## src/rtl/pipe_mem_pkg.sv

```systemverilog
// Shared constants for the pipelined CPU memory-port arbiter: state encoding and default sizes.
package pipe_mem_pkg;

  localparam int unsigned ADDR_W_DEF  = 32;
  localparam int unsigned DATA_W_DEF  = 32;
  localparam int unsigned TIMEOUT_DEF = 64;
  localparam int unsigned CNT_W_DEF   = 7;

  typedef logic [1:0] state_t;

  localparam state_t IDLE  = 2'b00;
  localparam state_t DATA  = 2'b01;
  localparam state_t FETCH = 2'b10;

endpackage

```

## src/rtl/pipe_mem_arbiter_if.sv

```systemverilog
// CPU fetch/data ports plus the unified memory port, bundled for the arbiter.
interface pipe_mem_arbiter_if #(
  parameter int unsigned ADDR_W = 32,
  parameter int unsigned DATA_W = 32
) ();

  logic              if_req;
  logic [ADDR_W-1:0] if_addr;
  logic [DATA_W-1:0] if_inst;
  logic              if_done;
  logic              if_stall;

  logic              d_req;
  logic              d_we;
  logic [ADDR_W-1:0] d_addr;
  logic [DATA_W-1:0] d_wdata;
  logic [DATA_W-1:0] d_rdata;
  logic              d_done;
  logic              d_stall;

  logic              bus_err;

  logic              mem_req;
  logic              mem_we;
  logic [ADDR_W-1:0] mem_addr;
  logic [DATA_W-1:0] mem_wdata;
  logic [DATA_W-1:0] mem_rdata;
  logic              mem_ready;

  // Arbiter side: serves the CPU ports and masters the memory port.
  modport master (
    input  if_req, if_addr, d_req, d_we, d_addr, d_wdata, mem_rdata, mem_ready,
    output if_inst, if_done, if_stall, d_rdata, d_done, d_stall, bus_err,
    output mem_req, mem_we, mem_addr, mem_wdata
  );

  // Environment side: CPU pipeline and memory model.
  modport slave (
    output if_req, if_addr, d_req, d_we, d_addr, d_wdata, mem_rdata, mem_ready,
    input  if_inst, if_done, if_stall, d_rdata, d_done, d_stall, bus_err,
    input  mem_req, mem_we, mem_addr, mem_wdata
  );

endinterface

```

## src/rtl/mem_watchdog.sv

```systemverilog
// Bus watchdog: counts stalled memory cycles and flags the edge on which the access must abort.
module mem_watchdog
  import pipe_mem_pkg::*;
#(
  parameter int unsigned TIMEOUT = TIMEOUT_DEF,
  parameter int unsigned CNT_W   = CNT_W_DEF
) (
  input  logic clk,
  input  logic clr,
  input  logic run,
  input  logic clear,
  output logic expire
);

  localparam logic [CNT_W-1:0] LAST = CNT_W'(TIMEOUT - 1);

  logic [CNT_W-1:0] cnt_q;

  // Clear wins over run so the abort edge itself leaves the counter at zero.
  always_ff @(posedge clk or posedge clr) begin
    if (clr) begin
      cnt_q <= '0;
    end else if (clear) begin
      cnt_q <= '0;
    end else if (run) begin
      cnt_q <= cnt_q + CNT_W'(1);
    end
  end

  assign expire = run & (cnt_q == LAST);

endmodule

```

## src/rtl/pipe_mem_arbiter.sv

```systemverilog
// Arbitrates the IF fetch port and MEM data port onto one variable-latency memory port.
// Data has fixed priority; a watchdog aborts hung accesses with a bus_err pulse.
module pipe_mem_arbiter
  import pipe_mem_pkg::*;
#(
  parameter int unsigned ADDR_W  = ADDR_W_DEF,
  parameter int unsigned DATA_W  = DATA_W_DEF,
  parameter int unsigned TIMEOUT = TIMEOUT_DEF,
  parameter int unsigned CNT_W   = CNT_W_DEF
) (
  input logic                clk,
  input logic                clr,
  pipe_mem_arbiter_if.master bus
);

  state_t state_q, state_d;

  logic              busy;
  logic              run;
  logic              expire;
  logic              complete;
  logic              grant;
  logic              d_elig;
  logic              if_elig;
  logic              data_end;
  logic              fetch_end;
  logic [ADDR_W-1:0] grant_addr;
  logic [DATA_W-1:0] rd_result;

  assign busy     = (state_q != IDLE);
  assign run      = busy & ~bus.mem_ready;
  assign complete = busy & (bus.mem_ready | expire);

  // A port whose done pulse is high is still holding its request; don't re-grant it.
  assign d_elig  = bus.d_req & ~bus.d_done;
  assign if_elig = bus.if_req & ~bus.if_done;
  assign grant   = (state_q == IDLE) & (d_elig | if_elig);

  assign data_end  = complete & (state_q == DATA);
  assign fetch_end = complete & (state_q == FETCH);

  assign grant_addr = d_elig ? bus.d_addr : bus.if_addr;
  assign rd_result  = expire ? '0 : bus.mem_rdata;

  assign bus.d_stall  = bus.d_req & ~bus.d_done;
  assign bus.if_stall = bus.if_req & ~bus.if_done;

  mem_watchdog #(
    .TIMEOUT (TIMEOUT),
    .CNT_W   (CNT_W)
  ) u_watchdog (
    .clk    (clk),
    .clr    (clr),
    .run    (run),
    .clear  (complete),
    .expire (expire)
  );

  always_comb begin
    state_d = state_q;
    case (state_q)
      IDLE: begin
        if (d_elig) begin
          state_d = DATA;
        end else if (if_elig) begin
          state_d = FETCH;
        end
      end
      DATA, FETCH: begin
        if (complete) begin
          state_d = IDLE;
        end
      end
      default: state_d = IDLE;
    endcase
  end

  always_ff @(posedge clk or posedge clr) begin
    if (clr) begin
      state_q       <= IDLE;
      bus.mem_req   <= 1'b0;
      bus.mem_we    <= 1'b0;
      bus.mem_addr  <= '0;
      bus.mem_wdata <= '0;
      bus.if_done   <= 1'b0;
      bus.d_done    <= 1'b0;
      bus.bus_err   <= 1'b0;
      bus.if_inst   <= '0;
      bus.d_rdata   <= '0;
    end else begin
      state_q     <= state_d;
      bus.if_done <= fetch_end;
      bus.d_done  <= data_end;
      bus.bus_err <= expire;

      // Memory request fields are captured at grant and held until the access ends.
      if (grant) begin
        bus.mem_req  <= 1'b1;
        bus.mem_addr <= grant_addr;
        bus.mem_we   <= d_elig & bus.d_we;
        if (d_elig) begin
          bus.mem_wdata <= bus.d_wdata;
        end
      end else if (complete) begin
        bus.mem_req <= 1'b0;
        bus.mem_we  <= 1'b0;
      end

      if (fetch_end) begin
        bus.if_inst <= rd_result;
      end
      if (data_end && !bus.mem_we) begin
        bus.d_rdata <= rd_result;
      end
    end
  end

endmodule

```

## src/flat_wrapper.sv

```systemverilog
// flat-port wrapper written by rule: the top's interface ports become plain ports
module pipe_mem_arbiter_flat import pipe_mem_pkg::*;
#(
  parameter int unsigned ADDR_W  = ADDR_W_DEF,
  parameter int unsigned DATA_W  = DATA_W_DEF,
  parameter int unsigned TIMEOUT = TIMEOUT_DEF,
  parameter int unsigned CNT_W   = CNT_W_DEF
)
  (clk, clr, bus_if_req, bus_if_addr, bus_d_req, bus_d_we, bus_d_addr, bus_d_wdata, bus_mem_rdata, bus_mem_ready, bus_if_inst, bus_if_done, bus_if_stall, bus_d_rdata, bus_d_done, bus_d_stall, bus_bus_err, bus_mem_req, bus_mem_we, bus_mem_addr, bus_mem_wdata);
  pipe_mem_arbiter_if #(.ADDR_W(ADDR_W), .DATA_W(DATA_W)) bus_i ();
  input logic clk;
  input logic clr;
  input wire logic [$bits(bus_i.if_req)-1:0] bus_if_req;
  input wire logic [$bits(bus_i.if_addr)-1:0] bus_if_addr;
  input wire logic [$bits(bus_i.d_req)-1:0] bus_d_req;
  input wire logic [$bits(bus_i.d_we)-1:0] bus_d_we;
  input wire logic [$bits(bus_i.d_addr)-1:0] bus_d_addr;
  input wire logic [$bits(bus_i.d_wdata)-1:0] bus_d_wdata;
  input wire logic [$bits(bus_i.mem_rdata)-1:0] bus_mem_rdata;
  input wire logic [$bits(bus_i.mem_ready)-1:0] bus_mem_ready;
  output wire logic [$bits(bus_i.if_inst)-1:0] bus_if_inst;
  output wire logic [$bits(bus_i.if_done)-1:0] bus_if_done;
  output wire logic [$bits(bus_i.if_stall)-1:0] bus_if_stall;
  output wire logic [$bits(bus_i.d_rdata)-1:0] bus_d_rdata;
  output wire logic [$bits(bus_i.d_done)-1:0] bus_d_done;
  output wire logic [$bits(bus_i.d_stall)-1:0] bus_d_stall;
  output wire logic [$bits(bus_i.bus_err)-1:0] bus_bus_err;
  output wire logic [$bits(bus_i.mem_req)-1:0] bus_mem_req;
  output wire logic [$bits(bus_i.mem_we)-1:0] bus_mem_we;
  output wire logic [$bits(bus_i.mem_addr)-1:0] bus_mem_addr;
  output wire logic [$bits(bus_i.mem_wdata)-1:0] bus_mem_wdata;
  assign bus_i.if_req = bus_if_req;
  assign bus_i.if_addr = bus_if_addr;
  assign bus_i.d_req = bus_d_req;
  assign bus_i.d_we = bus_d_we;
  assign bus_i.d_addr = bus_d_addr;
  assign bus_i.d_wdata = bus_d_wdata;
  assign bus_i.mem_rdata = bus_mem_rdata;
  assign bus_i.mem_ready = bus_mem_ready;
  assign bus_if_inst = bus_i.if_inst;
  assign bus_if_done = bus_i.if_done;
  assign bus_if_stall = bus_i.if_stall;
  assign bus_d_rdata = bus_i.d_rdata;
  assign bus_d_done = bus_i.d_done;
  assign bus_d_stall = bus_i.d_stall;
  assign bus_bus_err = bus_i.bus_err;
  assign bus_mem_req = bus_i.mem_req;
  assign bus_mem_we = bus_i.mem_we;
  assign bus_mem_addr = bus_i.mem_addr;
  assign bus_mem_wdata = bus_i.mem_wdata;
  pipe_mem_arbiter #(.ADDR_W(ADDR_W), .DATA_W(DATA_W), .TIMEOUT(TIMEOUT), .CNT_W(CNT_W)) u_core (.clk(clk), .clr(clr), .bus(bus_i));
endmodule
```

## config.mk

```make
export PLATFORM = sky130hd
export DESIGN_NAME = pipe_mem_arbiter_flat
export DESIGN_NICKNAME = d
export VERILOG_FILES = /design/src/rtl/pipe_mem_pkg.sv /design/src/rtl/pipe_mem_arbiter_if.sv /design/src/rtl/mem_watchdog.sv /design/src/rtl/pipe_mem_arbiter.sv /design/src/flat_wrapper.sv
export SDC_FILE = /design/constraint.sdc
export NUM_CORES = 1
export LEC_CHECK = 0
export ABC_AREA = 1
export CORE_MARGIN = 1.5
export CORE_UTILIZATION = 35
export CTS_BUF_LIST = sky130_fd_sc_hd__clkbuf_4 sky130_fd_sc_hd__clkbuf_8
export DETAILED_ROUTE_END_ITERATION = 7
export DONT_BUFFER_PORTS = 1
export PLACE_DENSITY = 0.5
export SYNTH_ARGS = -nofsm -noshare
export SYNTH_HDL_FRONTEND = slang
export SYNTH_SLANG_ARGS = --single-unit
```

## constraint.sdc

```tcl
create_clock -name clk -period 9.4 [get_ports clk]
set_input_delay 1.88 -clock clk [delete_from_list [all_inputs] [get_ports clk]]
set_output_delay 1.88 -clock clk [all_outputs]
set_load 0.02 [all_outputs]
```

==> flow_metrics.env <==
export IMPL_via_count=4496
export IMPL_viasPerCell=4.84
export IMPL_cts_hold_buf=0
export IMPL_num_antenna_cells=0
export IMPL_cp_end_kind="output pin"
export IMPL_yosys_warnings=0
export IMPL_cp_arrival_ns=2.40
export IMPL_drv_slew=0
export IMPL_fin_skew_ns=0.00960
export IMPL_finalSetupViolCount=0
export IMPL_syn_inst=707
export IMPL_fmax_mhz=234
export IMPL_wl_um=15100
export IMPL_h_tree_depth=4
export IMPL_tightestPinTransition_ns=0.972
export IMPL_area_delta_synth_final_pct=8.40
export IMPL_syn_area_per_cell_sq_um=8.58
export IMPL_clk_pin_slew_worst_paths_ns=0.07
export IMPL_fin_crit_sh_pct=45.6
export IMPL_synth_top_family_by_area="simple AND/OR/NAND/NOR gates"
export IMPL_synth_simple_gate_area_share_pct=25.7
export IMPL_yosys_cell_types_count=25
export IMPL_ys_seq_area_share_pct=58.6
export IMPL_clock_sinks=142
export IMPL_grt_antenna_before_repair=0
export IMPL_synth_compound_area_share_pct=7.30
export IMPL_design_area_sq_um=6570
export IMPL_drive_above_1_share_pct=9.03
export IMPL_crit_type="primary input to output pin"
export IMPL_final_nets=834
export IMPL_dp_hpwl_um=10400
export IMPL_clock_latency_ns=0.44
export IMPL_path_max_fanout=36
export IMPL_synth_xor_area_share_pct=0.433
export IMPL_ios=269
export IMPL_antenna_left=0
export IMPL_final_common_cell="nand2_1"
export IMPL_hold_class="flop to flop"
export IMPL_cts_buffers=17
export IMPL_core_area_sq_um=16800
export IMPL_final_cell_mix="nand2_1, dfrtp_1, inv_1"
export IMPL_total_leakage_power_nw=3.47
export IMPL_drt_iter0_markers=216
export IMPL_grt_util_all_layers_pct=16.7
export IMPL_gp_congestion=0.728
export IMPL_synth_fp_nets=845
export IMPL_die_w_um=135
export IMPL_dieArea_sq_um=18100
export IMPL_io_buffer_count=0
export IMPL_power_density_nw_per_um2=369
export IMPL_cts_root_buffer="clkbuf_8"
export IMPL_cp_start_kind="primary input"
export IMPL_clockBufferDepth=2
export IMPL_first_pass_iters=5
export IMPL_syn_cell_area_sq_um=6060
export IMPL_place_area_sq_um=6170
export IMPL_rsz0062_at_grt="no"
export IMPL_cts_tree="yes"
export IMPL_timing_final_hold_violations=0
export IMPL_grt_pass1_wl_um=23400
export IMPL_drc=0
export IMPL_fillers=1715
export IMPL_wl_per_cell_um=16.2
export IMPL_required_ns=7.52
export IMPL_cts_resized=0
export IMPL_status="finished clean"
export IMPL_period_minus_slack_ns=4.28
export IMPL_grt_max_degree=78
export IMPL_synth_mux_area_share_pct=0.165
export IMPL_setup_tns_ns=0
export IMPL_die_h_um=135
export IMPL_synth_adder_area_share_pct=0.825
export IMPL_rows=47
export IMPL_ys_ff_latch=142
export IMPL_cts_setup_buffers=0
export IMPL_irDropWorstVdd_v=0.000121
export IMPL_relSlewSlack_pct=35.2
export IMPL_cap_violations=0
export IMPL_start_util_pct=36.2
export IMPL_grt_pass1_vias=4529
export IMPL_grt_ovfl_total=0
[synth_stat cells]
library cell | instances | share of area (%)
o21ai_1 | 10 | 0.83
nor3_1 | 1 | 0.082
xor2_1 | 3 | 0.43
a31oi_1 | 32 | 3.3
clkinv_1 | 1 | 0.062
nand3b_1 | 1 | 0.12
ha_1 | 4 | 0.83
nor2_4 | 2 | 0.37
nor2_1 | 41 | 2.5
clkbuf_1 | 10 | 0.62
nand4_1 | 1 | 0.10
a21oi_1 | 1 | 0.082
nand2_2 | 2 | 0.21
o21ai_0 | 6 | 0.50
mux2i_1 | 1 | 0.17
buf_4 | 1 | 0.12
inv_1 | 51 | 3.2
nand3_1 | 7 | 0.58
nand3_2 | 2 | 0.33
dfrtp_1 | 142 | 59
nand2_1 | 344 | 21
o21ai_2 | 18 | 2.6
nor2_2 | 1 | 0.10
buf_6 | 9 | 1.7
buf_2 | 16 | 1.3
[stage by stage]
| stage | setup WS, ns | instances | util [%] | power, mW | hold WS [ns] |
|---|---|---|---|---|---|
| global route | 5.08 | 929 | 39.2 | 2.59 | 0.555 |
| finish | 5.12 | 929 | 39.2 | 2.42 | 0.509 |
| global placement | 5.11 | 897 | 36.8 | 1.93 | 0.491 |
| floorplan | 3.71 | 707 | - | 1.80 | 0.467 |
| CTS | 5.12 | 929 | 39.2 | 2.46 | 0.519 |
| detailed placement | 4.99 | 897 | 36.8 | 1.96 | 0.501 |
[where the power goes]
| part | internal, mW | switching, mW |
|---|---|---|
| Clock | 0.262 | 0.233 |
| Combinational | 0.177 | 0.303 |
| Sequential | 0.886 | 0.563 |
| Total | 1.32 | 1.10 |
[cells by family after synthesis]
| family | count (synthesis) |
|---|---|
| compound gates | 67 |
| xor+xnor | 3 |
| fa+ha+maj | 4 |
| buf+inv | 88 |
| flops | 142 |
| mux | 1 |
| simple gates | 402 |
[metal layers]
layer  GRT usage, %  vias to the layer above  wire length, um
li1               -                     2158                -
met1           19.3                     2137             6060
met2           28.1                      185             7310
met3           6.83                       16             1450
met4           5.68                        0              233
met5              0                        -                0
[cell type report]
class	count	area, sq um	area share [%]
multi-input cells	477	2100	31.9
clock buffers	23	292	4.43
well taps	220	275	4.19
clock inverters	9	111	1.69
inverters	52	200	3.05
flip-flops and latches	142	3550	54.1
repair buffers	6	45.0	0.685
[critical path: stages]
cell and delay (ns):
inv_1 0.04, nor2_4 0.07, buf_4 0.39
[flip-flops by register name, summed over array words and instances, names as in the netlist]
| signal | cells |
|---|---|
| u_core.bus.d_rdata | 32 |
| u_core.bus.if_inst | 32 |
| u_core.bus.mem_addr | 32 |
| u_core.bus.mem_wdata | 32 |
| u_core.u_watchdog.cnt_q | 7 |
| u_core.state_q | 2 |
| u_core.bus.bus_err | 1 |
| u_core.bus.d_done | 1 |
| u_core.bus.if_done | 1 |
| u_core.bus.mem_req | 1 |
| u_core.bus.mem_we | 1 |
[path summary, 6_finish.rpt]
kind | start | to | slack, ns | depth (start not counted)
worst max register to register | u_core.bus.d_done | u_core.state_q[0] | 6.43 | 6
max in group asynchronous | clr | u_core.bus.mem_addr[25] | 6.63 | 2
worst min-delay path | u_core.state_q[1] | u_core.state_q[1] | 0.51 | 2
worst min register to register | u_core.state_q[1] | u_core.state_q[1] | 0.51 | 2
worst max-delay path | bus_d_req | bus_d_stall | 5.12 | 3
min in group asynchronous | clr | u_core.bus.if_inst[27] | 1.35 | 1
Power figures use the tool's default switching activity.
